===== src/rtl/clock_set_ctrl_if.sv =====
// clock_set_ctrl_if: buttons, live counter values and load/display outputs of the clock setter
interface clock_set_ctrl_if;
    logic        btn_mode;
    logic        btn_inc;
    logic        btn_dec;
    logic [5:0]  cur_sec;
    logic [5:0]  cur_min;
    logic [4:0]  cur_hour;
    logic [4:0]  cur_day;
    logic [3:0]  cur_mont;
    logic [12:0] cur_year;
    logic        set_mode;
    logic [2:0]  edit_field;
    logic        ld_en;
    logic [2:0]  ld_sel;
    logic [12:0] ld_val;
    logic [12:0] shadow_val;

    modport master (
        output btn_mode, btn_inc, btn_dec,
        output cur_sec, cur_min, cur_hour, cur_day, cur_mont, cur_year,
        input  set_mode, edit_field, ld_en, ld_sel, ld_val, shadow_val
    );

    modport slave (
        input  btn_mode, btn_inc, btn_dec,
        input  cur_sec, cur_min, cur_hour, cur_day, cur_mont, cur_year,
        output set_mode, edit_field, ld_en, ld_sel, ld_val, shadow_val
    );
endinterface


===== src/rtl/clock_set_ctrl.sv =====
// clock_set_ctrl: button-driven editor that snapshots the clock, edits shadows and reloads the counters
module clock_set_ctrl #(
    parameter int TIMEOUT  = 30,
    parameter int YEAR_MIN = 2000,
    parameter int YEAR_MAX = 2099
) (
    input logic          clk_1Hz,
    input logic          rst_n,
    clock_set_ctrl_if.slave cs
);
    typedef enum logic [1:0] {RUN, EDIT, COMMIT} state_t;

    localparam int          IW   = (TIMEOUT < 2) ? 1 : $clog2(TIMEOUT);
    localparam logic [12:0] YMIN = 13'(YEAR_MIN);
    localparam logic [12:0] YMAX = 13'(YEAR_MAX);

    state_t            state_q, state_d;
    logic [2:0]        field_q, field_d;
    logic [2:0]        idx_q, idx_d;
    logic [IW-1:0]     idle_q, idle_d;
    logic [2:0]        btn_q;
    logic [5:0][12:0]  sh_q, sh_d;
    logic [2:0]        edge_w;
    logic [4:0]        mdays;
    logic [12:0]       lo, hi, cur_v, inc_v, dec_v;

    function automatic logic [4:0] max_day(input logic [3:0] m, input logic [1:0] y);
        return (m == 4'd2) ? ((y == 2'd0) ? 5'd29 : 5'd28) :
               (m == 4'd4 || m == 4'd6 || m == 4'd9 || m == 4'd11) ? 5'd30 : 5'd31;
    endfunction

    // mode/inc/dec rising edges against last cycle's sampled buttons
    assign edge_w = {cs.btn_mode, cs.btn_inc, cs.btn_dec} & ~btn_q;

    // wrap limits and stepped values of the shadow currently selected by edit_field
    always_comb begin
        mdays = max_day(sh_q[4][3:0], sh_q[5][1:0]);
        lo    = (field_q == 3'd5) ? YMIN : (field_q >= 3'd3) ? 13'd1 : 13'd0;
        hi    = (field_q <= 3'd1) ? 13'd59 :
                (field_q == 3'd2) ? 13'd23 :
                (field_q == 3'd3) ? {8'd0, mdays} :
                (field_q == 3'd4) ? 13'd12 : YMAX;
        cur_v = sh_q[field_q];
        inc_v = (cur_v >= hi) ? lo : cur_v + 13'd1;
        dec_v = (cur_v <= lo) ? hi : cur_v - 13'd1;
    end

    // next-state logic: snapshot in RUN, edit and idle timeout in EDIT, six-step reload in COMMIT
    always_comb begin
        state_d = state_q;
        field_d = field_q;
        idx_d   = idx_q;
        idle_d  = idle_q;
        sh_d    = sh_q;
        case (state_q)
            RUN: begin
                idle_d  = '0;
                idx_d   = '0;
                field_d = '0;
                if (edge_w[2]) begin
                    sh_d[0] = {7'd0, cs.cur_sec};
                    sh_d[1] = {7'd0, cs.cur_min};
                    sh_d[2] = {8'd0, cs.cur_hour};
                    sh_d[3] = {8'd0, cs.cur_day};
                    sh_d[4] = {9'd0, cs.cur_mont};
                    sh_d[5] = cs.cur_year;
                    state_d = EDIT;
                end
            end
            EDIT: begin
                if (|edge_w) begin
                    idle_d = '0;
                end else if (idle_q == IW'(TIMEOUT - 1)) begin
                    idle_d  = '0;
                    field_d = '0;
                    state_d = RUN;
                end else begin
                    idle_d = idle_q + 1'b1;
                end
                if (edge_w[2]) begin
                    if (field_q == 3'd5) begin
                        state_d = COMMIT;
                        idx_d   = '0;
                        sh_d[3] = (sh_q[3] > {8'd0, mdays}) ? {8'd0, mdays} : sh_q[3];
                    end else begin
                        field_d = field_q + 3'd1;
                    end
                end else if (edge_w[1]) begin
                    sh_d[field_q] = inc_v;
                end else if (edge_w[0]) begin
                    sh_d[field_q] = dec_v;
                end
            end
            COMMIT: begin
                idx_d = idx_q + 3'd1;
                if (idx_q == 3'd5) begin
                    state_d = RUN;
                    field_d = '0;
                    idx_d   = '0;
                end
            end
            default: state_d = RUN;
        endcase
    end

    // state and shadow registers; edge history resets high so held buttons give no edge
    always_ff @(posedge clk_1Hz or negedge rst_n) begin
        if (!rst_n) begin
            state_q <= RUN;
            field_q <= '0;
            idx_q   <= '0;
            idle_q  <= '0;
            btn_q   <= '1;
            sh_q    <= '0;
        end else begin
            state_q <= state_d;
            field_q <= field_d;
            idx_q   <= idx_d;
            idle_q  <= idle_d;
            btn_q   <= {cs.btn_mode, cs.btn_inc, cs.btn_dec};
            sh_q    <= sh_d;
        end
    end

    assign cs.set_mode   = (state_q != RUN);
    assign cs.edit_field = field_q;
    assign cs.ld_en      = (state_q == COMMIT);
    assign cs.ld_sel     = (state_q == COMMIT) ? idx_q : 3'd0;
    assign cs.ld_val     = (state_q == COMMIT) ? sh_q[idx_q] : 13'd0;
    assign cs.shadow_val = (state_q == RUN) ? 13'd0 : sh_q[field_q];
endmodule


===== src/flat_wrapper.sv =====
// flat-port wrapper written by rule: the top's interface ports become plain ports
module clock_set_ctrl_flat 
#(
    parameter int TIMEOUT  = 30,
    parameter int YEAR_MIN = 2000,
    parameter int YEAR_MAX = 2099
)
  (clk_1Hz, rst_n, cs_btn_mode, cs_btn_inc, cs_btn_dec, cs_cur_sec, cs_cur_min, cs_cur_hour, cs_cur_day, cs_cur_mont, cs_cur_year, cs_set_mode, cs_edit_field, cs_ld_en, cs_ld_sel, cs_ld_val, cs_shadow_val);
  clock_set_ctrl_if cs_i ();
  input logic clk_1Hz;
  input logic rst_n;
  input wire logic [$bits(cs_i.btn_mode)-1:0] cs_btn_mode;
  input wire logic [$bits(cs_i.btn_inc)-1:0] cs_btn_inc;
  input wire logic [$bits(cs_i.btn_dec)-1:0] cs_btn_dec;
  input wire logic [$bits(cs_i.cur_sec)-1:0] cs_cur_sec;
  input wire logic [$bits(cs_i.cur_min)-1:0] cs_cur_min;
  input wire logic [$bits(cs_i.cur_hour)-1:0] cs_cur_hour;
  input wire logic [$bits(cs_i.cur_day)-1:0] cs_cur_day;
  input wire logic [$bits(cs_i.cur_mont)-1:0] cs_cur_mont;
  input wire logic [$bits(cs_i.cur_year)-1:0] cs_cur_year;
  output wire logic [$bits(cs_i.set_mode)-1:0] cs_set_mode;
  output wire logic [$bits(cs_i.edit_field)-1:0] cs_edit_field;
  output wire logic [$bits(cs_i.ld_en)-1:0] cs_ld_en;
  output wire logic [$bits(cs_i.ld_sel)-1:0] cs_ld_sel;
  output wire logic [$bits(cs_i.ld_val)-1:0] cs_ld_val;
  output wire logic [$bits(cs_i.shadow_val)-1:0] cs_shadow_val;
  assign cs_i.btn_mode = cs_btn_mode;
  assign cs_i.btn_inc = cs_btn_inc;
  assign cs_i.btn_dec = cs_btn_dec;
  assign cs_i.cur_sec = cs_cur_sec;
  assign cs_i.cur_min = cs_cur_min;
  assign cs_i.cur_hour = cs_cur_hour;
  assign cs_i.cur_day = cs_cur_day;
  assign cs_i.cur_mont = cs_cur_mont;
  assign cs_i.cur_year = cs_cur_year;
  assign cs_set_mode = cs_i.set_mode;
  assign cs_edit_field = cs_i.edit_field;
  assign cs_ld_en = cs_i.ld_en;
  assign cs_ld_sel = cs_i.ld_sel;
  assign cs_ld_val = cs_i.ld_val;
  assign cs_shadow_val = cs_i.shadow_val;
  clock_set_ctrl #(.TIMEOUT(TIMEOUT), .YEAR_MIN(YEAR_MIN), .YEAR_MAX(YEAR_MAX)) u_core (.clk_1Hz(clk_1Hz), .rst_n(rst_n), .cs(cs_i));
endmodule

===== config.mk =====
export PLATFORM = sky130hd
export DESIGN_NAME = clock_set_ctrl_flat
export DESIGN_NICKNAME = d
export VERILOG_FILES = /design/src/rtl/clock_set_ctrl_if.sv /design/src/rtl/clock_set_ctrl.sv /design/src/flat_wrapper.sv
export SDC_FILE = /design/constraint.sdc
export NUM_CORES = 1
export LEC_CHECK = 0
export CORE_ASPECT_RATIO = 0.9
export CORE_MARGIN = 2
export CORE_UTILIZATION = 57
export CTS_CLUSTER_DIAMETER = 40
export DETAILED_ROUTE_END_ITERATION = 16
export PLACE_DENSITY = 0.86
export SLEW_MARGIN = 30
export SYNTH_ARGS = -nofsm -noshare
export SYNTH_HDL_FRONTEND = slang
export SYNTH_SLANG_ARGS = --single-unit
export TNS_END_PERCENT = 20

===== constraint.sdc =====
create_clock -name clk_1Hz -period 6 [get_ports clk_1Hz]
set_clock_uncertainty 0.1 [all_clocks]
set_input_delay 1.2 -clock clk_1Hz [delete_from_list [all_inputs] [get_ports clk_1Hz]]
set_output_delay 1.2 -clock clk_1Hz [all_outputs]
set_load 0.02 [all_outputs]

==> impl_metrics.toml, run 1 <==
[outcome]
outcome = "finished, final reports clean"

[cells_and_area]
multi_input_area_mm2 = 0.004068
nFillCells = 935
area_growth_pct = 17.55
fin_util_pct = 68.76
drive_above_1_share_pct = 13.07
regArea_mm2 = 0.002357
layout.nets = 860
num_antenna_cells = 0
fin_cells = 952

[synth]
ys_ff_latch = 94
yosysWarningCount = 0
syn_area_per_cell_um2 = 9.174
async_flop_share_pct = 100.0
yosys.area.top_type = "dfrtp_1"
synth_flop_cell = "dfrtp_1"
synthMuxAreaShare_pct = 12.71
synth_nets = 801
synthSimpleGateAreaFrac_pct = 17.12
syn_inst = 732
synth_most_common_cell = "dfrtp_1"
synth_compound_area_share_pct = 23.51
synth_top_family_by_area = "compound AO/OA/AOI/OAI gates"
yosysUniqueCellTypes = 79
yosys-top-cells-count = "91 x dfrtp_1, 71 x nand2_1, 66 x nor2_1, 66 x o21ai_0, 41 x a22oi_1"
synthXorXnorAreaFrac_pct = 2.348
synth_top_area_share_pct = 33.91
synth_edf_count = 0
synth.cell_area_mm2 = 0.006715
synth_area_leaders = "dfrtp_1 34%, o21ai_0 4.9%, mux2i_1 4.8%, mux4_2 4.7%, ha_1 4.7%"
synth_fa_ha_area_share_pct = 4.658
yosysSeqAreaShare_pct = 35.08

[sta]
timing.hold.ws_ns = 0.4067
fin_crit_sh_pct = 86.06
slew_violations = 0
worst_pin_slew_ns = 1.014
setup_violations = 0
rsz0062_at_grt = "false"
hold_violations = 0
timing.slew.headroom_pct = 31.75
fin_tns_setup_ns = 0
fmax_ghz = 0.1937
layout_min_cycle_time_ns = 5.164

[min_path]
min_path_type = "register to register"
min_from = "u_core.idle_q[3]"

[power_and_ir_drop]
p_seq_share_pct = 29.4
irDropWorstVdd_uv = 263.5
p_comb_share_pct = 51.1
pwr-share-clk_pct = 19.4
intPower_w = 0.001722
switchingPower_w = 0.001386
powerDensity_mw_per_mm2 = 393.7
static-leakage-power_nw = 3.197
swShare_pct = 44.59

[setup_path]
critical_path.max_fanout = 29
end_kind = "register"
required_ns = 6.09
start_kind = "register"
critPathLaunch = "u_core.cs.edit_field[0]"
worstPathArrival_ns = 5.25
rr_startpoint = "u_core.cs.edit_field[0]"
crit_type = "register to register"

[detailed_routing]
detail-route-antenna-nets = 0
drt_iter0_drc = 969
wl_per_cell_um = 24.10
via_per_inst = 6.803
drc = 0
wl_um = 22940
num_vias = 6476
first_pass_iters = 6

[die]
die-area_mm2 = 0.01267
rows = 37
start_util_pct = 58.49
pin_count = 78
die_h_um = 107.0
die_width_um = 118.4
core_area_mm2 = 0.01148

[cts]
cts_max_level = 3
cts.sinks = 94
postCtsSetupRepairBufs = 0
cts.clk_slew.worst_paths_ns = 0.07
clock_latency_ns = 0.35
cts-hold-fix-buffers = 0
numCtsBuffers = 9
clockBufferDepth = 2
cts_root_buffer = "clkbuf_16"
cts_tree = "built"
cts_resized = 0

[global_routing]
overflow = 0
grt_pass1_wl_um = 35970
antenna_found_initial = 0
grt_pass1_vias = 6452
track_usage_pct = 36.85
grt_max_degree = 53

[place]
dpl.hpwl_um = 16870
io_buffers = 77
gp_congestion = 1.042
dp.cells = 936

[run]
drv_cap = 0
==> worst paths after layout <==
check	end	slack [ns]	cells past startpoint
max	u_core.sh_q[1]	0.84	15
min	u_core.idle_q[3]	0.41	1
max reg2reg	u_core.sh_q[1]	0.84	15
min reg2reg	u_core.idle_q[3]	0.41	1
max in group asynchronous	u_core.cs.edit_field[0]	3.98	2
min in group asynchronous	u_core.sh_q[76]	0.72	1
==> power groups by stage <==
stage	combinational, W	clock, W	sequential (W)
after floorplan	0.00110	0	0.000848
final	0.00159	0.000604	0.000915
after global placement	0.00150	0	0.000912
after CTS	0.00155	0.000606	0.000906
after detailed placement	0.00153	0	0.000917
after global routing	0.00170	0.000630	0.000923
==> stage by stage <==
step | worst slack (ns) | total power (W) | instance area, um^2
3_5_place_dp | 0.9631 | 0.002450 | 7584
4_1_cts | 0.9422 | 0.003060 | 7890
3_3_place_gp | 1.065 | 0.002413 | 7577
5_1_grt | 0.5400 | 0.003248 | 7894
6_report | 0.8361 | 0.003108 | 7894
2_1_floorplan | 1.644 | 0.001951 | 6715
==> sequential cells by signal, indices dropped and copies added (netlist names) <==
signal / count
u_core.idx_q: 3
u_core.idle_q: 5
u_core.sh_q: 78
u_core.state_q: 2
u_core.btn_q: 3
u_core.cs.edit_field: 3
==> worst max-delay path, stage by stage (launching register included) <==
cell and delay [ns]:
dfrtp_2 0.89, mux2i_1 0.27, nor2_1 0.05, nor3_1 0.69, inv_1 0.22, ha_1 0.37, a21o_1 0.17, a211oi_1 0.34
a32o_1 0.21, a21oi_1 0.09, nor4b_2 0.27, buf_4 0.19, nor2_1 0.13, mux2i_1 0.14, a22oi_1 0.63, o21ai_0 0.21
==> area by class of cell <==
type | instances | area share (%)
tap | 156 | 2.473
multi-input combinational | 570 | 51.53
clock inverter | 6 | 0.9827
timing repair buffer | 91 | 11.06
sequential | 94 | 29.86
inverter | 25 | 1.189
clock buffer | 10 | 2.901
==> cells in the final DEF (no fill, tap or decap), types with 6 or more instances in the layout <==
cell,instances
clkbuf_16,9
a22oi_1,41
inv_1,21
nor2_1,65
dfrtp_1,90
a22o_1,12
a21oi_1,23
mux2i_1,32
nor2b_1,12
buf_4,15
o21ai_0,64
clkdlybuf4s50_1,76
mux2_2,18
mux4_2,14
ha_1,25
nand2_1,71
nor3_1,13
a31oi_1,6
xnor2_1,13
o21ai_1,23
o22ai_1,13
a211oi_1,6
and2_1,7
nand2b_1,13
nor4_1,8
nand3_1,10
==> metal layers <==
| layer | up-vias | global-route usage [%] | share of wire (%) |
|---|---|---|---|
| met4 | 0 | 16.24 | 4.0 |
| met2 | 392 | 58.05 | 46 |
| met5 | - | 0 | 0 |
| met1 | 3174 | 48.88 | 40 |
| li1 | 2831 | - | - |
| met3 | 79 | 8.617 | 9.9 |
==> cell families after synthesis <==
kind of cell / Yosys count
compound gates: 233
xor+xnor: 18
simple gates: 229
flops: 94
fa+ha+maj: 25
mux: 65
buf+inv: 68
Power figures use the tool's default switching activity.
==> run 2: changes to the inputs <==
- SLEW_MARGIN: 30 -> not set
==> run 2 against run 1 <==
Net effect: setup slack lost 0.0060 ns; final cell count stayed put; non-clock buffer count stayed put; largest cell class unchanged.
==> impl_metrics.toml, run 2 (synthesis results as in run 1) <==
[cells_and_area]
layout.nets = 860
final_common_cell = "dfrtp_1"
final_cell_mix = "90 x dfrtp_1, 76 x clkdlybuf4s50_1, 71 x nand2_1"
largestRegisters = "u_core.sh_q: 78 flops, u_core.idle_q: 5 flops"
area_growth_pct = 17.40
largest_reg_flops = 78
multi_input_area_mm2 = 0.004058
num_antenna_cells = 0
nFillCells = 934
finish.instance_area_mm2 = 0.007884
regArea_mm2 = 0.002357
largest-register = "u_core.sh_q"
fin_cells = 952
drive_above_1_share_pct = 12.69

[detailed_routing]
drt_iter0_drc = 927
drc = 0
wl_um = 22870
wl_per_cell_um = 24.02
detail-route-antenna-nets = 0
dr_wl_met3_um = 2170
wl_met1_um = 9242
first_pass_iters = 6
num_vias = 6574
met2_length_um = 10530
routed.top_layer = "met4"
via_per_inst = 6.905

[setup_path]
end_kind = "register"
critPathLaunch = "u_core.cs.edit_field[0]"
crit_type = "register to register"
start_kind = "register"
regToRegSetupSlack_ns = 0.83
worstPathArrival_ns = 5.26
rr_startpoint = "u_core.cs.edit_field[0]"
required_ns = 6.09
critical_path.max_fanout = 29

[cts]
cts.clk_slew.worst_paths_ns = 0.07
cts_resized = 0
postCtsSetupRepairBufs = 0
cts_tree = "built"
cts-hold-fix-buffers = 0
numCtsBuffers = 9
cts_root_buffer = "clkbuf_16"
cts_max_level = 3
clock_latency_ns = 0.35
cts.sinks = 94
clockBufferDepth = 2

[outcome]
outcome = "finished, final reports clean"

[die]
pin_count = 78
start_util_pct = 58.49
die_h_um = 107.0
rows = 37
die_width_um = 118.4
die-area_mm2 = 0.01267
core_area_mm2 = 0.01148

[sta]
timing.hold.ws_ns = 0.4054
hold_violations = 0
layout_min_cycle_time_ns = 5.170
fin_crit_sh_pct = 86.16
fin_tns_setup_ns = 0
worst_pin_slew_ns = 1.280
slew_violations = 0
setup_violations = 0
rsz0062_at_grt = "false"
fmax_ghz = 0.1934
timing.slew.headroom_pct = 14.34

[min_path]
min_path_type = "register to register"
min_from = "u_core.idle_q[3]"

[place]
dpl.hpwl_um = 16880
placed_area_mm2 = 0.007577
gp_congestion = 1.042
io_buffers = 77
dp.cells = 936

[power_and_ir_drop]
static-leakage-power_nw = 3.197
irDropWorstVdd_uv = 260.9
powerDensity_mw_per_mm2 = 394.4
power_w = 0.003109

[global_routing]
grt_pass1_vias = 6347
track_usage_pct = 36.43
grt_max_degree = 53
grt_pass1_wl_um = 35480
antenna_found_initial = 0
overflow = 0

[run]
drv_cap = 0
-- run 2: cell counts in the layout (fill, tap and decap cells not counted) --
Identical to the previous run, type by type.
-- run 2: per-layer routing --
metal | track usage (%) | vias to the layer above
met5 | 0 | -
met3 | 7.553 | 72
met1 | 49.60 | 3203
li1 | - | 2830
met4 | 14.97 | 0
met2 | 57.18 | 469
-- run 2: final timing paths --
path                                         end  cells after the start
worst min register to register  u_core.idle_q[3]                      1
min in group asynchronous        u_core.sh_q[76]                      1
max in group asynchronous       u_core.idle_q[4]                      2
worst min-delay path            u_core.idle_q[3]                      1
worst max register to register   u_core.sh_q[14]                     15
worst max-delay path             u_core.sh_q[14]                     15
-- run 2: power breakdown --
part           leakage [nW]  total (W)  internal [W]  switching (W)
registers              1.22   0.000915      0.000761       0.000154
clock network         0.147   0.000604      0.000332       0.000272
logic                  1.83    0.00159      0.000631       0.000960
-- run 2: critical path: stages (launching register included) --
cell and delay, ns:
dfrtp_2 0.88, mux2i_1 0.26, nor2_1 0.06, nor3_1 0.72, inv_1 0.22, ha_1 0.37
a21o_1 0.17, a211oi_1 0.34, a32o_1 0.21, a21oi_1 0.09, nor4b_2 0.28, buf_4 0.19
nor2_1 0.12, mux2i_1 0.14, a22oi_1 0.63, o21ai_0 0.21
-- run 2: metrics by stage --
step                worst slack [ns]  util [%]
floorplan                      1.644         -
global placement               1.065     66.00
detailed placement            0.9380     66.00
CTS                           0.8546     68.67
global route                  0.4453     68.67
finish                        0.8301     68.67
-- run 2: area by class of cell --
class / instances / share of cell area (%)
timing repair buffer: 91 / 11.08
sequential: 94 / 29.90
clock inverter: 6 / 0.9840
tap: 156 / 2.476
multi-input combinational: 570 / 51.47
inverter: 25 / 1.190
clock buffer: 10 / 2.904
